===== src/rtl/filter.sv =====
// Streaming boxcar filter: emits the floor mean of the most recent 2^M accepted
// samples, qualified by a one-cycle strobe once the window has filled.
module filter #(
  parameter int M = 2,
  parameter int N = 8
) (
  input  logic         clk,
  input  logic         rstn,
  input  logic [N-1:0] sample,
  input  logic         sample_valid,
  output logic [N-1:0] average,
  output logic         average_valid
);

  localparam int DEPTH = 1 << M;
  localparam int SUM_W = N + M;
  localparam int PTR_W = (M > 0) ? M : 1;
  localparam int CNT_W = M + 1;
  localparam logic [CNT_W-1:0] FULL = CNT_W'(DEPTH);
  localparam logic [PTR_W-1:0] LAST = PTR_W'(DEPTH - 1);

  // Floor division by the window length; the quotient always fits in N bits.
  function automatic logic [N-1:0] floor_avg(input logic [SUM_W-1:0] s);
    return N'(s >> M);
  endfunction

  function automatic logic [CNT_W-1:0] sat_inc(input logic [CNT_W-1:0] c);
    return (c == FULL) ? c : c + CNT_W'(1);
  endfunction

  function automatic logic [PTR_W-1:0] wrap_inc(input logic [PTR_W-1:0] p);
    return (p == LAST) ? '0 : p + PTR_W'(1);
  endfunction

  logic [N-1:0]     hist [DEPTH];
  logic [SUM_W-1:0] sum;
  logic [CNT_W-1:0] fill;
  logic [PTR_W-1:0] wptr;

  logic [N-1:0]     oldest_p0;
  logic [SUM_W-1:0] sum_p0;
  logic [CNT_W-1:0] fill_p0;

  // Stage p0: next running sum; the retiring entry is still zero while filling,
  // and the sum always contains it, so the subtraction cannot underflow.
  always_comb begin
    oldest_p0 = hist[wptr];
    sum_p0    = sum + SUM_W'(sample) - SUM_W'(oldest_p0);
    fill_p0   = sat_inc(fill);
  end

  // Stage p1: commit history and register the qualified average.
  always_ff @(posedge clk or negedge rstn) begin
    if (!rstn) begin
      for (int i = 0; i < DEPTH; i++) hist[i] <= '0;
      sum           <= '0;
      fill          <= '0;
      wptr          <= '0;
      average       <= '0;
      average_valid <= 1'b0;
    end else begin
      average_valid <= 1'b0;
      if (sample_valid) begin
        hist[wptr]    <= sample;
        wptr          <= wrap_inc(wptr);
        sum           <= sum_p0;
        fill          <= fill_p0;
        average       <= floor_avg(sum_p0);
        average_valid <= (fill_p0 == FULL);
      end
    end
  end

endmodule


===== config.mk =====
export PLATFORM = sky130hd
export DESIGN_NAME = filter
export DESIGN_NICKNAME = d
export VERILOG_FILES = /design/src/rtl/filter.sv
export SDC_FILE = /design/constraint.sdc
export NUM_CORES = 1
export LEC_CHECK = 0
export CORE_MARGIN = 2
export CORE_UTILIZATION = 50
export CTS_BUF_LIST = sky130_fd_sc_hd__clkbuf_8
export DETAILED_ROUTE_END_ITERATION = 10
export GPL_ROUTABILITY_DRIVEN = 0
export PLACE_DENSITY = 0.71
export SYNTH_ARGS = -nofsm -noshare
export SYNTH_HDL_FRONTEND = slang
export SYNTH_SLANG_ARGS = --single-unit

===== constraint.sdc =====
create_clock -name clk -period 4 [get_ports clk]
set_clock_uncertainty 0.05 [all_clocks]
set_input_delay 0.6 -clock clk [delete_from_list [all_inputs] [get_ports clk]]
set_output_delay 0.6 -clock clk [all_outputs]
set_load 0.005 [all_outputs]

After elaboration in Yosys (flattened, before gate mapping)
Index checks and enable logic that the tools add are counted.

$lt $le $gt $ge: 2. Multiplexer cells: 9. Add/sub/neg operators: 4. Bitwise operators: 1. Eq/ne operators: 3. Reductions and logical operators: 1.

Operator list (count): 32-bit bitwise mux (1); 8-bit 2-to-1 mux (3); 8-bit binary-select mux with 2-bit select (1); 8-bit demux with 2-bit select (1); 10-bit by 8-bit adder with 10-bit output (1); 10-bit by 8-bit subtractor with 10-bit output (1); 3-bit == test (second input constant) (2); 3-bit by 1-bit adder with 3-bit output (second input constant) (1); 3-bit >= comparator (second input constant) (1); 3-bit by 1-bit less-than comparator with 1-bit output (second input constant) (1); 3-bit 2-to-1 mux (1); 2-bit NOT with 3-bit output (1); 2-bit by 1-bit adder with 2-bit output (second input constant) (1); 2-bit == test (second input constant) (1); 2-bit 2-to-1 mux (1); 1-bit logical AND (1); 1-bit 2-to-1 mux (1).

Logic and storage cells: 29. Output and inout bits: 9. Flip-flop bits (word level): 56. Input port bits: 11.

Longest topological paths before layout
Gate-level depths: netlist of run 1.

Depth after elaboration: 6. Gate-level depth with buffers: 12. Gate-level depth less buffers: 11.

Least setup slack after synthesis of run 1
OpenSTA, ideal clock, no wires.

Kind: register -> register. From: reg wptr[0]. To: reg average[7]. Setup slack: 0.856 ns. Period minus slack after synthesis: 3.144 ns. Data required time: 3.860 ns. Stages on the path, launching flop included: 11. Arrival time: 3.004 ns. Path through: dfrtp_1 buf_2 mux4_2 fa_1 inv_1 ha_1 a211oi_2 nor2_1 o31ai_4 mux2_4 o2111ai_1.

Cells in the longest elaborated chain, start to end: 5.

RTL lines: start: declaration (line 38) `logic [PTR_W-1:0] wptr;`; start signal: assignment (line 65) `wptr <= wrap_inc(wptr);`; 2-bit NOT with 3-bit output (implied by the code) (line 47) `oldest_p0 = hist[wptr];`; 8-bit binary-select mux with 2-bit select (line 47); 8-bit 2-to-1 mux (implied by the code) (2 in series) (line 47); 10-bit by 8-bit subtractor with 10-bit output (line 48) `sum_p0 = sum + SUM_W'(sample) - SUM_W'(oldest_p0);`; end signal: assignment (line 68) `average <= floor_avg(sum_p0);`; end: declaration (line 11) `output logic [N-1:0] average,`.

No other way between the ends. The select of a mux whose other input is x is not followed. A chain may end at the register's enable or synchronous reset.

Final worst setup path of run 1
Ends and elaborated chain as after synthesis.

==> summary.txt, run 1 <==
Global routing
  – Global-route congestion overflow total: 0
  – Number of global-route vias before repair: 1945
  – Wire length of the first global-routing pass: 9.232 mm
  – Overall Global Routing Usage: 0.1899
  – Initial antenna violation count: 0
  – Pin count of the biggest net entering global routing: 49

Floorplanning
  – Placement row count: 27
  – Area of the die: 6310 sq um
  – Total I/O pin count: 20
  – Die Wd: 79.44 um
  – Die Span Y: 79.44 um
  – Floorplan Core Area: 5507 sq um
  – Starting Density: 0.5167

Finish
  – Ratio of cells with drive above 1 in the final layout: 0.1054
  – Area growth from synthesis to layout: 9.191%
  – Final-stage net count: 328
  – Ant. Diodes: 0
  – Final core occ: 0.5642

Timing
  – Maximum clock frequency: 289.3 MHz
  – Total count of hold-check failures in the final report: 0
  – Number of setup violations in the final report: 0
  – Measured slew at the worst slew-check pin: 1.056 ns
  – Number of slew-limit violations in the final report: 0
  – Min Clock Period, post-route: 3.457 ns
  – Final worst path period share: 0.8642
  – Total Neg Setup Slack: 0 ns
  – Remaining max-slew budget at the tightest pin: 0.2960
  – Setup repair after global routing missed its margin: no

Yosys
  – Count of warnings emitted by yosys: 0
  – Number of synthesized flops with an enable pin: 0
  – Post-synthesis cell type count: 45
  – Async set-reset flop share out of synthesis: 1.000
  – Syn_area_per_cell: 9.983 sq um
  – Number of instances in the synthesized netlist: 285
  – Post-synth net total: 320
  – Post-synthesis sequential area ratio: 0.4222
  – Most frequently used flop master after synthesis: dfrtp_1
  – Synth Cell Area: 2845 sq um
  – Flop and latch count out of synthesis: 48

Clock network
  – Total CTS buffers: 5
  – H-tree lvl count: 2
  – Clock network latency to the later pin of the worst-skew pair: 0.30 ns
  – Maximum buffer depth of the clock tree: 2
  – Post-CTS setup buffer count: 0
  – Register clock-pin slew on the reported worst setup and hold paths: 0.10 ns
  – Total number of clock tree sinks: 48
  – Post-CTS Hold Fix Bufs: 0
  – TritonCTS clock tree: yes
  – Root buffer cell: clkbuf_8
  – Count of cells resized by post-cts repair: 0

Critical path
  – Worst Path Buf+Inv: 1
  – Slowest-stage cell, CP: dfrtp_1
  – Beginning of the worst register-to-register path: wptr[0]
  – Kind of cell adding the most delay to the critical path: multiplexers
  – R2r setup slk: 0.54 ns
  – CP Class: register to register
  – Maximum net fanout on the critical path: 12
  – Crit path DAT: 3.63 ns
  – Type of element capturing the critical path: register
  – Ordered list of cells on the worst path: mux4_2 -> fa_1 -> inv_1 -> ha_1 -> a211oi_2 -> nor2_1 -> o31ai_4 -> mux2_4 -> o2111ai_1
  – Critical path required time: 4.18 ns
  – Destination of the worst register-to-register timing path: average[7]
  – Critical Path Source Type: register
  – Depth of the worst register-to-register path: 9
  – Worst stage delay on the critical path: 0.74 ns

Route
  – First drt pass iteration count: 4
  – Vias per inst: 5.292
  – ANT nets after route: 0
  – Iteration-0 DRC Markers: 73
  – Overall routed net length: 5.366 mm
  – Detailed-route DRC error count: 0
  – Number of vias in the routed layout: 1937
  – Routed wire per std cell: 14.66 um

Job
  – Number of max-capacitance violations reported: 0

Placed design
  – Hpwl dp: 3.916 mm
  – Count of input and output buffers: 19

Outcome
  – Status: finished, final reports clean

Worst hold path
  – Worst min-delay path class: input port to async pin
-- cell families (layout without fill, tap and decap cells) --
kind of cell,Yosys count,after routing,share of synthesized area
AOI/OAI and AO/OA,69,69,0.1526
xor gates and xnor gates,3,3,0.009237
adders and majority gates,24,24,0.1266
buffers and inverters,57,66,0.09279
DFF,48,48,0.4222
muxes,16,16,0.09542
and+or+nand+nor,68,68,0.1011
-- how the worst max path moves through the flow --
| stage | startpoint | to | cells after the start |
|---|---|---|---|
| after global placement | wptr[0] | average[7] | 9 |
| after global routing | wptr[0] | average[7] | 9 |
| final | wptr[0] | average[7] | 9 |
| after floorplan | wptr[0] | average[7] | 10 |
| after detailed placement | wptr[0] | average[7] | 9 |
| after CTS | wptr[0] | average[7] | 9 |
-- state kept, by name, summed over array words and instances (netlist names) --
register       flops
average            8
average_valid      1
fill               3
hist              32
sum                2
wptr               2
-- worst register-to-register path, stage by stage, from the launching register on --
cell and delay [ns]:
dfrtp_1 0.74, mux4_2 0.59, fa_1 0.55, inv_1 0.06, ha_1 0.32, a211oi_2 0.31
nor2_1 0.12, o31ai_4 0.23, mux2_4 0.32, o2111ai_1 0.08
-- placed cells by master, fill, tap and decap left out, types with 3 or more instances in the layout --
| cell | n |
|---|---|
| fa_1 | 8 |
| nor3_1 | 4 |
| ha_1 | 16 |
| nand2_1 | 44 |
| nor2_1 | 9 |
| mux2_2 | 5 |
| a21oi_1 | 7 |
| inv_1 | 36 |
| clkbuf_8 | 6 |
| clkdlybuf4s50_1 | 18 |
| mux4_2 | 8 |
| a21o_1 | 3 |
| o21ai_0 | 38 |
| dfrtp_1 | 48 |
-- area by class of cell --
type / instances / area [sq um]
fillers: 490 / 2400
multi-input cells: 180 / 1380
flip-flops and latches: 48 / 1201
repair buffers: 20 / 192.7
inverters: 38 / 142.6
well taps: 72 / 90.09
clock buffers: 6 / 82.58
clock inverters: 2 / 17.52
-- per-layer routing --
metal  global-route usage  vias up  part of all wire  routed length, um
li1                     -      973                 -                  -
met1               0.2577      932              0.47               2525
met2               0.3126       26              0.49               2640
met3              0.03054        6             0.024                131
met4              0.06207        0             0.013                 70
met5                    0        -                 0                  0
-- through the flow --
step | instances | cell area (sq um) | setup slack, ns | hold slack [ns]
6_report | 366 | 3107 | 0.5434 | 0.4278
5_1_grt | 366 | 3107 | 0.3084 | 0.4605
4_1_cts | 366 | 3107 | 0.5147 | 0.4392
3_5_place_dp | 358 | 3007 | 0.5445 | 0.4172
3_3_place_gp | 358 | 3007 | 0.5746 | 0.4083
2_1_floorplan | 285 | 2845 | 0.8565 | 0.2544
-- cells in the mapped netlist (3+ instances only) --
cell type | instances | area share
dfrtp_1 | 48 | 0.42
nand2_1 | 44 | 0.058
o21ai_0 | 38 | 0.067
inv_1 | 36 | 0.047
ha_1 | 16 | 0.070
buf_4 | 9 | 0.024
nor2_1 | 9 | 0.012
fa_1 | 8 | 0.056
mux4_2 | 8 | 0.063
a21oi_1 | 7 | 0.012
clkbuf_1 | 7 | 0.0092
mux2_2 | 5 | 0.020
nor3_1 | 4 | 0.0070
a21o_1 | 3 | 0.0079
Power of run 1 is left out: the tool's default activity adds up to more than one toggle a clock period on the data nets, which glitch-free logic cannot reach.
==> inputs of run 2 (changes only) <==
--- a/config.mk
+++ b/config.mk
@@ -5,6 +5,7 @@
 export SDC_FILE = /design/constraint.sdc
 export NUM_CORES = 1
 export LEC_CHECK = 0
+export ABC_AREA = 1
 export CORE_MARGIN = 2
 export CORE_UTILIZATION = 50
 export CTS_BUF_LIST = sky130_fd_sc_hd__clkbuf_8
==> summary.txt, run 2 <==
Critical path
  – Ordered list of cells on the worst path: clkinv_1 -> o21ai_0 -> o22ai_1 -> fa_1 -> inv_1 -> ha_1 -> a21oi_2 -> nor2_1 -> nor2_1 -> nand3_1 -> nand3_1 -> o21ai_0 (was mux4_2 -> fa_1 -> inv_1 -> ha_1 -> a211oi_2 -> nor2_1 -> o31ai_4 -> mux2_4 -> o2111ai_1)
  – Critical Path Source Type: register (unchanged)
  – Slowest-stage cell, CP: dfrtp_1 (unchanged)
  – Critical path required time: 4.11 ns (was 4.18 ns)
  – Worst Path Buf+Inv: 2 (was 1)
  – Worst stage delay on the critical path: 0.54 ns (was 0.74 ns)
  – Type of element capturing the critical path: register (unchanged)
  – CP Class: register to register (unchanged)
  – Crit path DAT: 3.07 ns (was 3.63 ns)
  – Kind of cell adding the most delay to the critical path: adder cells (was multiplexers)
  – Maximum net fanout on the critical path: 11 (was 12)

Clock network
  – Root buffer cell: clkbuf_8 (unchanged)
  – Post-CTS setup buffer count: 0 (unchanged)
  – Total number of clock tree sinks: 48 (unchanged)
  – Post-CTS Hold Fix Bufs: 0 (unchanged)
  – Register clock-pin slew on the reported worst setup and hold paths: 0.09 ns (was 0.10 ns)
  – Count of cells resized by post-cts repair: 0 (unchanged)
  – Total CTS buffers: 5 (unchanged)
  – TritonCTS clock tree: yes (unchanged)
  – H-tree lvl count: 2 (unchanged)
  – Maximum buffer depth of the clock tree: 2 (unchanged)
  – Clock network latency to the later pin of the worst-skew pair: 0.31 ns (was 0.30 ns)

Timing
  – Min Clock Period, post-route: 2.965 ns (was 3.457 ns)
  – Number of slew-limit violations in the final report: 0 (unchanged)
  – Number of setup violations in the final report: 0 (unchanged)
  – Total count of hold-check failures in the final report: 0 (unchanged)
  – Final worst path period share: 0.7414 (was 0.8642)
  – Setup repair after global routing missed its margin: no (unchanged)
  – Measured slew at the worst slew-check pin: 0.8938 ns (was 1.056 ns)
  – Total Neg Setup Slack: 0 ns (unchanged)
  – Maximum clock frequency: 337.2 MHz (was 289.3 MHz)
  – Remaining max-slew budget at the tightest pin: 0.4022 (was 0.2960)

Route
  – Vias per inst: 5.033 (was 5.292)
  – Routed wire per std cell: 12.89 um (was 14.66 um)
  – Detailed-route DRC error count: 0 (unchanged)
  – First drt pass iteration count: 5 (was 4)
  – Number of vias in the routed layout: 2154 (was 1937)
  – Iteration-0 DRC Markers: 132 (was 73)
  – ANT nets after route: 0 (unchanged)
  – Overall routed net length: 5.515 mm (was 5.366 mm)

Floorplanning
  – Total I/O pin count: 20 (unchanged)
  – Die Wd: 78.67 um (was 79.44 um)
  – Area of the die: 6189 sq um (was 6310 sq um)
  – Starting Density: 0.5125 (was 0.5167)
  – Die Span Y: 78.67 um (was 79.44 um)
  – Placement row count: 27 (unchanged)
  – Floorplan Core Area: 5439 sq um (was 5507 sq um)

Yosys
  – Synth Cell Area: 2788 sq um (was 2845 sq um)
  – Post-synth net total: 380 (was 320)
  – Async set-reset flop share out of synthesis: 1.000 (unchanged)
  – Area contributors post-synth: dfrtp_1, nand2_1, o21ai_0 (was dfrtp_1, ha_1, o21ai_0)
  – Cell with the most instances after synthesis: nand2_1 (was dfrtp_1)
  – Flop and latch count out of synthesis: 48 (unchanged)
  – Cell taking the most area after synthesis: dfrtp_1 (unchanged)
  – Number of synthesized flops with an enable pin: 0 (unchanged)
  – Top cell type's share of synthesized area: 0.4309 (was 0.4222)
  – List of most frequent post-synthesis cells: nand2_1, o21ai_0, dfrtp_1, inv_1, nor2_1 (was dfrtp_1, nand2_1, o21ai_0, inv_1, ha_1)
  – Post-synthesis cell type count: 23 (was 45)
  – Post-synthesis sequential area ratio: 0.4309 (was 0.4222)
  – Syn_area_per_cell: 8.080 sq um (was 9.983 sq um)
  – Count of warnings emitted by yosys: 0 (unchanged)
  – Number of instances in the synthesized netlist: 345 (was 285)
  – Most frequently used flop master after synthesis: dfrtp_1 (unchanged)

Placed design
  – Count of input and output buffers: 19 (unchanged)
  – Hpwl dp: 3.905 mm (was 3.916 mm)
  – Area of placed instances: 2963 sq um (was 3007 sq um)

Global routing
  – Number of global-route vias before repair: 2170 (was 1945)
  – Pin count of the biggest net entering global routing: 49 (unchanged)
  – Initial antenna violation count: 0 (unchanged)
  – Overall Global Routing Usage: 0.2010 (was 0.1899)
  – Global-route congestion overflow total: 0 (unchanged)
  – Wire length of the first global-routing pass: 9.666 mm (was 9.232 mm)

Finish
  – Ant. Diodes: 0 (unchanged)
  – Number of flip-flops in the largest register: 32 (unchanged)
  – Final-stage net count: 390 (was 328)
  – Biggest register: hist (unchanged)
  – Biggest registers after layout: hist x32, average x8, fill x3 (unchanged)
  – Area growth from synthesis to layout: 10.41% (was 9.191%)
  – Most frequent standard cell in the layout excluding fill and tap cells: nand2_1 (was dfrtp_1)
  – Final core occ: 0.5659 (was 0.5642)
  – Ratio of cells with drive above 1 in the final layout: 0.04775 (was 0.1054)
  – Top library cells by usage in the layout, fill and taps aside: nand2_1, o21ai_0, dfrtp_1 (was dfrtp_1, nand2_1, o21ai_0)
  – Non-Filler Cell Area, Final: 3078 sq um (was 3107 sq um)

Outcome
  – Status: finished, final reports clean (unchanged)

Worst hold path
  – Worst min-delay path class: input port to async pin (unchanged)

Job
  – Number of max-capacitance violations reported: 0 (unchanged)
-- run 2: cells by family (layout without fill, tap and decap cells) --
group	Yosys count	after routing	share of synthesized area
buffers and inverters	66	77	0.1059
adder cells (fa/ha/maj)	24	24	0.1293
AO/OA/AOI/OAI	76	76	0.1432
XOR/XNOR	2	2	0.006285
AND/OR/NAND/NOR	129	129	0.1845
flip-flops	48	48	0.4309
-- run 2: cell type report --
cell class	count	area [sq um]
Sequential cell	48	1201
Tap cell	72	90.09
Clock buffer	5	68.82
Clock inverter	3	46.29
Multi-Input combinational cell	231	1291
Inverter	48	180.2
Fill cell	535	2361
Timing Repair Buffer	21	200.2
-- run 2: worst paths after layout --
path,startpoint,endpoint,slack (ns),depth (start not counted)
setup / recovery,wptr[1],average[5],1.03,12
hold / removal,rstn,average[5],0.32,2
setup reg to reg,wptr[1],average[5],1.03,12
hold reg to reg,hist[14],hist[14],0.44,2
max in group asynchronous,rstn,hist[3],3.17,2
min in group clk,hist[14],hist[14],0.44,2
-- run 2: worst reg2reg max path, cell delays in order (launching register included) --
cell and delay (ns):
dfrtp_1 0.54, clkinv_1 0.36, o21ai_0 0.17, o22ai_1 0.11
fa_1 0.48, inv_1 0.04, ha_1 0.37, a21oi_2 0.22
nor2_1 0.06, nor2_1 0.11, nand3_1 0.08, nand3_1 0.08
o21ai_0 0.12
-- run 2: layer usage --
| metal | vias to the layer above | global-route usage | part of all wire |
|---|---|---|---|
| met2 | 39 | 0.3239 | 0.46 |
| met5 | - | 0 | 0 |
| met1 | 995 | 0.2694 | 0.48 |
| li1 | 1110 | - | - |
| met3 | 10 | 0.03333 | 0.036 |
| met4 | 0 | 0.08421 | 0.020 |
-- run 2: stage by stage --
step | hold slack [ns] | cells | worst slack [ns]
2_1_floorplan | 0.2544 | 345 | 1.412
3_3_place_gp | 0.4127 | 420 | 0.9984
3_5_place_dp | 0.4200 | 420 | 0.9959
4_1_cts | 0.3453 | 428 | 1.026
5_1_grt | 0.3797 | 428 | 0.7476
6_report | 0.3171 | 428 | 1.035
Power of run 2 is left out for the same reason.
